$ cat config.mk
export PLATFORM = sky130hd
export DESIGN_NAME = spi_frame_sequencer
export DESIGN_NICKNAME = d
export VERILOG_FILES = /design/src/rtl/spi_frame_sequencer.sv
export SDC_FILE = /design/constraint.sdc
export NUM_CORES = 1
export LEC_CHECK = 0
export BUFFER_PORTS_ARGS = -buffer_cell sky130_fd_sc_hd__buf_2
export CORE_MARGIN = 4
export CORE_UTILIZATION = 61
export DETAILED_ROUTE_END_ITERATION = 8
export GPL_TIMING_DRIVEN = 0
export HOLD_SLACK_MARGIN = 0.05
export PLACE_DENSITY = 0.95
export SLEW_MARGIN = 20
export SYNTH_ARGS = -nofsm -noshare
export SYNTH_HDL_FRONTEND = slang
export SYNTH_SLANG_ARGS = --single-unit
$ cat constraint.sdc
create_clock -name clk -period 4.5 [get_ports clk]
set_input_delay 0.675 -clock clk [delete_from_list [all_inputs] [get_ports clk]]
set_output_delay 0.675 -clock clk [all_outputs]
set_load 0.01 [all_outputs]
$ cat src/rtl/spi_frame_sequencer.sv
// Purpose : splits one captured measurement word into a byte frame (header, data MSB first, optional checksum) for the SPI transmitter.
// Latency : capture to spi_send high is 2 cycles; between bytes, the cycle after the done fall is LOAD and SEND follows it.
// Backpressure: meas_ready is high only while idle; each byte waits for the transmitter's done rise/fall, bounded by a TIMEOUT-cycle abort.
//
// Ports:
//   clk, rst                     system clock, synchronous active-low reset
//   meas_valid/meas_ready        measurement capture handshake; meas_data is 8*DATA_BYTES bits
//   spi_send, spi_data_out       byte request (level) and the byte, held stable while spi_send is high
//   spi_send_done                transmitter done level, asynchronous to clk
//   tx_ack                       done acknowledge, feeds the transmitter's busy input
//   frame_done, timeout_err      one-cycle completion / abort pulses
//
// Build option: define SPI_FRAME_CHECKSUM_EN to append an XOR checksum byte
// (HEADER ^ all data bytes) to every frame. Without it no checksum register exists.

module spi_frame_sequencer #(
    parameter int         DATA_BYTES = 4,
    parameter logic [7:0] HEADER     = 8'hA5,
    parameter int         TIMEOUT    = 2000000
) (
    input  logic                    clk,
    input  logic                    rst,
    input  logic                    meas_valid,
    input  logic [8*DATA_BYTES-1:0] meas_data,
    output logic                    meas_ready,
    output logic                    spi_send,
    output logic [7:0]              spi_data_out,
    input  logic                    spi_send_done,
    output logic                    tx_ack,
    output logic                    frame_done,
    output logic                    timeout_err
);

    localparam int DW = 8 * DATA_BYTES;

`ifdef SPI_FRAME_CHECKSUM_EN
    localparam int FRAME_LEN = DATA_BYTES + 2;
`else
    localparam int FRAME_LEN = DATA_BYTES + 1;
`endif

    localparam logic [3:0] LAST_IDX = 4'(FRAME_LEN - 1);

    // Per-byte stall counter; it only ever needs to reach TIMEOUT-1.
    localparam int            CW       = (TIMEOUT > 1) ? $clog2(TIMEOUT) : 1;
    localparam logic [CW-1:0] TMO_LAST = CW'(TIMEOUT - 1);

    localparam logic [1:0] S_IDLE = 2'd0;
    localparam logic [1:0] S_LOAD = 2'd1;
    localparam logic [1:0] S_SEND = 2'd2;
    localparam logic [1:0] S_ACK  = 2'd3;

    logic [1:0]    state;
    logic [DW-1:0] data_sr;
    logic [3:0]    byte_idx;
    logic [CW-1:0] tmo_cnt;
    logic [CW-1:0] tmo_next;
    logic          tmo_hit;

    // done_m/done_s form the two-flop synchroniser; done_q is the edge-detect delay.
    logic          done_m;
    logic          done_s;
    logic          done_q;
    logic          done_rise;
    logic          done_fall;

    logic [7:0]    next_byte;
    logic          next_is_data;

`ifdef SPI_FRAME_CHECKSUM_EN
    logic [7:0]    checksum;
`endif

    assign done_rise = done_s & ~done_q;
    assign done_fall = ~done_s & done_q;

    // Gating with rst keeps meas_ready low while reset is being held.
    assign meas_ready = rst && (state == S_IDLE);

    assign tmo_hit  = (tmo_cnt == TMO_LAST);
    assign tmo_next = tmo_hit ? tmo_cnt : tmo_cnt + CW'(1);

    // Byte selected for the current byte_idx. Data bytes always come from the
    // top of the shift register, which is shifted once per data byte loaded.
    always_comb begin
        next_byte    = HEADER;
        next_is_data = 1'b0;
        if (byte_idx != 4'd0) begin
            next_byte    = data_sr[DW-1 -: 8];
            next_is_data = 1'b1;
        end
`ifdef SPI_FRAME_CHECKSUM_EN
        if (byte_idx == LAST_IDX) begin
            next_byte    = checksum;
            next_is_data = 1'b0;
        end
`endif
    end

    always_ff @(posedge clk) begin
        if (!rst) begin
            state        <= S_IDLE;
            data_sr      <= '0;
            byte_idx     <= 4'd0;
            tmo_cnt      <= '0;
            done_m       <= 1'b0;
            done_s       <= 1'b0;
            done_q       <= 1'b0;
            spi_send     <= 1'b0;
            spi_data_out <= 8'h00;
            tx_ack       <= 1'b0;
            frame_done   <= 1'b0;
            timeout_err  <= 1'b0;
`ifdef SPI_FRAME_CHECKSUM_EN
            checksum     <= 8'h00;
`endif
        end else begin
            done_m      <= spi_send_done;
            done_s      <= done_m;
            done_q      <= done_s;

            // Status outputs are single-cycle pulses.
            frame_done  <= 1'b0;
            timeout_err <= 1'b0;

            case (state)
                S_IDLE: begin
                    // Words offered outside IDLE are simply not taken.
                    if (meas_valid) begin
                        data_sr  <= meas_data;
                        byte_idx <= 4'd0;
`ifdef SPI_FRAME_CHECKSUM_EN
                        checksum <= 8'h00;
`endif
                        state    <= S_LOAD;
                    end
                end

                S_LOAD: begin
                    spi_data_out <= next_byte;
                    if (next_is_data) begin
                        data_sr <= data_sr << 8;
                    end
`ifdef SPI_FRAME_CHECKSUM_EN
                    // The checksum byte itself is never folded back in.
                    if (byte_idx != LAST_IDX) begin
                        checksum <= checksum ^ next_byte;
                    end
`endif
                    tmo_cnt  <= '0;
                    spi_send <= 1'b1;
                    state    <= S_SEND;
                end

                S_SEND: begin
                    // Only a fresh rising edge counts: a done level that was
                    // already high when SEND was entered is stale. A rise in
                    // the same cycle as the terminal count still wins.
                    if (done_rise) begin
                        spi_send <= 1'b0;
                        tx_ack   <= 1'b1;
                        tmo_cnt  <= tmo_next;
                        state    <= S_ACK;
                    end else if (tmo_hit) begin
                        spi_send    <= 1'b0;
                        timeout_err <= 1'b1;
                        state       <= S_IDLE;
                    end else begin
                        tmo_cnt <= tmo_next;
                    end
                end

                S_ACK: begin
                    // The counter keeps running from SEND: the budget covers
                    // the whole byte, including the transmitter's release.
                    if (done_fall) begin
                        tx_ack <= 1'b0;
                        if (byte_idx == LAST_IDX) begin
                            frame_done <= 1'b1;
                            state      <= S_IDLE;
                        end else begin
                            byte_idx <= byte_idx + 4'd1;
                            state    <= S_LOAD;
                        end
                    end else if (tmo_hit) begin
                        tx_ack      <= 1'b0;
                        timeout_err <= 1'b1;
                        state       <= S_IDLE;
                    end else begin
                        tmo_cnt <= tmo_next;
                    end
                end

                default: begin
                    spi_send <= 1'b0;
                    tx_ack   <= 1'b0;
                    state    <= S_IDLE;
                end
            endcase
        end
    end

endmodule

* After elaboration in Yosys (flattened, before gate mapping)
Index checks and enable logic that the tools add are counted.
** Storage, ports and cells
- Register bits :: 74
- Logic and storage cells :: 76
- Output and inout bits :: 13
- Input port bits :: 36
** Cells by class
- Reduce and logical (&&, ||, !) cells :: 14
- Mux-type cells :: 31
- Bitwise operators :: 4
- Add/subtract/negate cells :: 2
- Equality and inequality tests :: 13
** Operators with widths (number)
- 21-bit two-way mux :: 4
- 32-bit two-way mux :: 2
- 32-bit one-hot mux with 2 select lines :: 1
- 21-bit one-hot mux with 3 select lines :: 1
- 21-bit by 1-bit adder with 21-bit output (second input constant) :: 1
- 21-bit equality test (second input constant) :: 1
- 4-bit two-way mux :: 3
- 2-bit != test (second input constant) :: 6
- 1-bit two-way mux :: 10
- 3-bit AND reduction :: 3
- 2-bit two-way mux :: 4
- 8-bit two-way mux :: 1
- 2-bit one-hot mux with 4 select lines :: 1
- 4-bit one-hot mux with 2 select lines :: 1
- 2-bit nonzero test :: 4
- 3-bit != test (second input constant) :: 2
- 1-bit one-hot mux with 2 select lines :: 3
- 4-bit by 1-bit adder with 4-bit output (second input constant) :: 1
- 2-bit equality test (second input constant) :: 2
- 4-bit by 3-bit equality test with 1-bit output (second input constant) :: 1
- 2-bit AND reduction :: 2
- 4-bit AND reduction :: 1
- 4-bit nonzero test :: 1
- 3-bit nonzero test :: 1
- 5 further kinds :: 7

* Longest topological paths before layout
- Word-level depth :: 5
- Depth in mapped cells :: 7
- Mapped depth without buffers :: 6

* Worst setup path after synthesis
OpenSTA, ideal clock, no wires.
- Kind :: input port to output port
- Start point :: input port rst
- End point :: output port meas_ready
- Stages on the path :: 4
- Data arrival time :: 1.401 ns
- Required time :: 3.825 ns
- Path buffers :: 2
- Setup slack :: 2.424 ns
- Cell sequence :: inv_1 > clkbuf_1 > clkbuf_1 > nor2_1
** Between the ends
- Longest elaborated chain between the ends :: 1
** RTL lines
- start, declared :: line 22 : input logic rst,
- 1-bit logical AND :: line 78 : assign meas_ready = rst && (state == S_IDLE);
- end, declared :: line 25 : output logic meas_ready,
No other way between the ends.

* Worst setup path after layout
Ends and elaborated chain as after synthesis.

==> results.md <==
- The area overhead of the layout relative to synthesis is 15.3%.
- The chip width is 82.8 um.
- For this design the static power due to leakage is 0.00160 uW.
- The count of final hold-check violations was 0.
- The die covers 6860 um2.
- The accumulated negative setup slack is 0 ns.
- The internal power of the cells totals 1090 uW.
- The cell area power density is 401 nW/um2.
- The min-delay analysis places its worst path in the category flop to flop.
- The sum of routed wire length over all layers is 9500 um.
- The clock passes through at most 2 buffers.
- The remaining global-route overflow is 0.
- The library cell used as clock root buffer is sky130_fd_sc_hd__clkbuf_8.
- The run finished with clean final reports.
- Of the total power, combinational logic draws 19.4%.
- The largest area contributor in the synthesized netlist is sky130_fd_sc_hd__dfxtp_1.
- Yosys mapped a number of flops with a built-in enable equal to 0.
- The worst setup slack for register-to-register paths is 2.32 ns.
- Static timing analysis puts the maximum clock frequency at 377 MHz.
- The number of gates resized after cts is 0.
- The later pin in the worst-skew pair is clocked with a latency of 0.36 ns.
- On the final layout, the worst clock skew is 0.00918 ns.
- The area occupied by multi-input gates is 1780 um2.
- With fillers left out, the area of the finished cells amounts to 3940 um2.
- Measured against its own limit, the worst slew margin works out to 41.5%.
- The maximum fanout count along the critical path is 10.
- The critical path data required time is 3.83 ns.
- The global router's overall resource usage is 27.9%.
- The post-CTS setup-driven buffer insertion count is 0.
- The via count is 3541.
- The largest net degree at the start of global routing is 13.
- The iteration-0 DRC count of the detailed router is 379.
- Registers take 1480 um2.
- Subtracting the final worst setup slack from the clock period gives 2.65 ns.
- The clock slew seen by the registers of the worst setup and hold paths is 0.08 ns.
- The most used standard cell by instance count after synthesis is sky130_fd_sc_hd__dfxtp_1.
- The fraction of the cycle the final worst path needs is 58.9%.
- The slew of the pin with the lowest slew margin is 0.870 ns.
- The sequential group share of total power is 47.4%.
- The mean number of vias per cell is 6.49.
- The global-route wire length before repair is 15900 um.
- The pre-antenna-repair detailed-routing pass consisted of 5 iterations.
- After synthesis, the share of flip-flops with an asynchronous set or reset is 0%.
- The post-DP HPWL is 6620 um.
- At the end of routability-driven placement, the weighted congestion stood at 0.902.
- Setup repair after global routing left no endpoint under its margin.
- The vertical die dimension is 82.8 um.
- The net count of the mapped netlist is 451.
- The total of fill cells in the finished design is 386.
- During placement, the flow inserted port buffers numbering 48.
- During synthesis, Yosys emitted a total of 0 warnings.
- The total number of H-tree levels is 3.
- The number of global-route vias before repair came to 3404.
- The area share of the largest cell type after synthesis is 43.4%.
- In this run, post-CTS hold repair placed 0 buffers.
- In this run the mean area of a mapped cell was 8.29 um2.
- The placeable core region is 5270 um2.
- After synthesis, flip-flops and latches occupy 43.4% of the total area.
- The number of CTS-inserted buffers is 9.
- The critical path class is primary input to output pin.
- In this run the cell area measured after placement is 3740 um2.
- The reported net switching power is 486 uW.
- The post-layout net count is 510.
- The cell count after synthesis came out at 412.
- The worst setup path is captured at an output pin.
- 0 antenna diodes ended up in the layout.
- The number of antenna violations at the first check in global routing is 0.
- The final-report setup violation count is 0.
- The clock share of power is 33.2%.
- In this run the cell area of the synthesized design comes to 3420 um2.
- The worst setup path is launched from a primary input.
- The row count is 26.
- The data arrival time at the worst-slack endpoint is 1.98 ns.
- The detail route stage leaves a number of antenna-violating nets equal to 0.
- Across all setup checks in the final design, the least slack found is 1.85 ns.
- The pre-CTS setup slack is 1.88 ns.
- The total clock sinks is 74.
- Cells with a size suffix above 1 make up 17.9% of the layout.
- In the routed design, unresolved DRC markers number 0.
- Counting instances in the post-synthesis netlist gives the leading cell types as sky130_fd_sc_hd__dfxtp_1 (74), sky130_fd_sc_hd__nand2_1 (70), sky130_fd_sc_hd__nor2_1 (47), sky130_fd_sc_hd__a311oi_1 (25), sky130_fd_sc_hd__clkbuf_1 (21).
- The count of boundary I/O pins is 49.
- The fraction of power spent switching nets is 30.8%.
- The number of different library cells used by synthesis comes to 49.
- The worst ir drop on vdd is 0.000257 V.
- The TritonCTS clock tree is yes.
- Among all flip-flop cells after synthesis, the most frequent one is sky130_fd_sc_hd__dfxtp_1.
- The max-slew violation count is 0.
- The post-detailed-route wirelength per cell is 17.4 um.
- The register bit total from synthesis is 74.
- By area the synthesized netlist is led by sky130_fd_sc_hd__dfxtp_1 (43%), sky130_fd_sc_hd__nand2_1 (7.7%), sky130_fd_sc_hd__a311oi_1 (6.4%), sky130_fd_sc_hd__nor2_1 (5.2%), sky130_fd_sc_hd__and3_1 (2.7%).
- The tool flagged a number of max-cap violations equal to 0.
- The initial utilization of the core area, before any placement, comes to 64.8%.
## routing by layer
metal	up-vias	track usage [%]	wire, um
met5	-	0	0
met4	0	11.7	217
met3	30	6.83	851
met2	223	46.9	4720
met1	1656	34.0	3710
li1	1632	-	-
## layout make-up
cell class	instances	share of cell area (%)
tap	70	2.22
buffer	31	3.49
clock buffer	12	3.68
sequential	74	37.6
timing repair buffer	48	6.10
multi-input combinational	301	45.0
clock inverter	4	1.30
inverter	6	0.571
## critical path, stage by stage
cell and delay [ns]:
sky130_fd_sc_hd__buf_2 0.11, sky130_fd_sc_hd__inv_1 0.13, sky130_fd_sc_hd__clkbuf_1 0.34, sky130_fd_sc_hd__clkbuf_1 0.46
sky130_fd_sc_hd__nor2_1 0.09, sky130_fd_sc_hd__buf_2 0.16
## sequential cells by signal, indices dropped and copies added, names as in the netlist, 2 cells and up
name,count
state,2
byte_idx,4
data_sr,32
tmo_cnt,21
spi_data_out,8
## cells in the final DEF, fill, tap and decap left out, drive strengths merged, types with 4 or more instances in the layout
cell and count:
clkbuf 33, o31ai 4, nand4 8, o221a 4
a311oi 25, nand3 14, or4 5, and3 15
dfxtp 74, and2 7, inv 6, a31oi 12
a21oi 12, nand2 70, buf 58, o21ai 12
mux2i 9, nor4 4, a22oi 4, nor2 47
or3 9
## worst paths after layout
path | start | to | depth (start not counted)
max reg2reg | done_s | tmo_cnt[13] | 5
max | rst | meas_ready | 6
min | done_m | done_s | 1
min reg2reg | done_m | done_s | 1
## power by group through the flow
stage	Combinational (uW)	Sequential (uW)	Clock, uW
2_1_floorplan	205	756	0
3_3_place_gp	283	759	0
3_5_place_dp	296	762	0
4_1_cts	298	747	523
5_1_grt	337	755	559
6_report	306	749	524
## logic make-up (layout without fill, tap and decap cells)
logic type               after synthesis  count (layout)  share of synthesized area (%)
adder cells (fa/ha/maj)                3               3                           1.10
flip-flops                            74              74                           43.4
AO/OA/AOI/OAI                         82              82                           17.5
AND/OR/NAND/NOR                      203             203                           29.6
XOR/XNOR                               2               2                          0.513
multiplexers                          11              11                           3.30
buffers and inverters                 37             101                           4.69
## metrics by stage
step | std cells | utilization [%] | hold WS, ns | power [uW]
final | 546 | 74.8 | 0.443 | 1580
after detailed placement | 530 | 71.1 | 0.429 | 1060
after floorplan | 412 | - | 0.412 | 961
after global placement | 530 | 71.1 | 0.423 | 1040
after global routing | 546 | 74.8 | 0.469 | 1650
after CTS | 546 | 74.8 | 0.447 | 1570
Power figures use the tool's default switching activity.
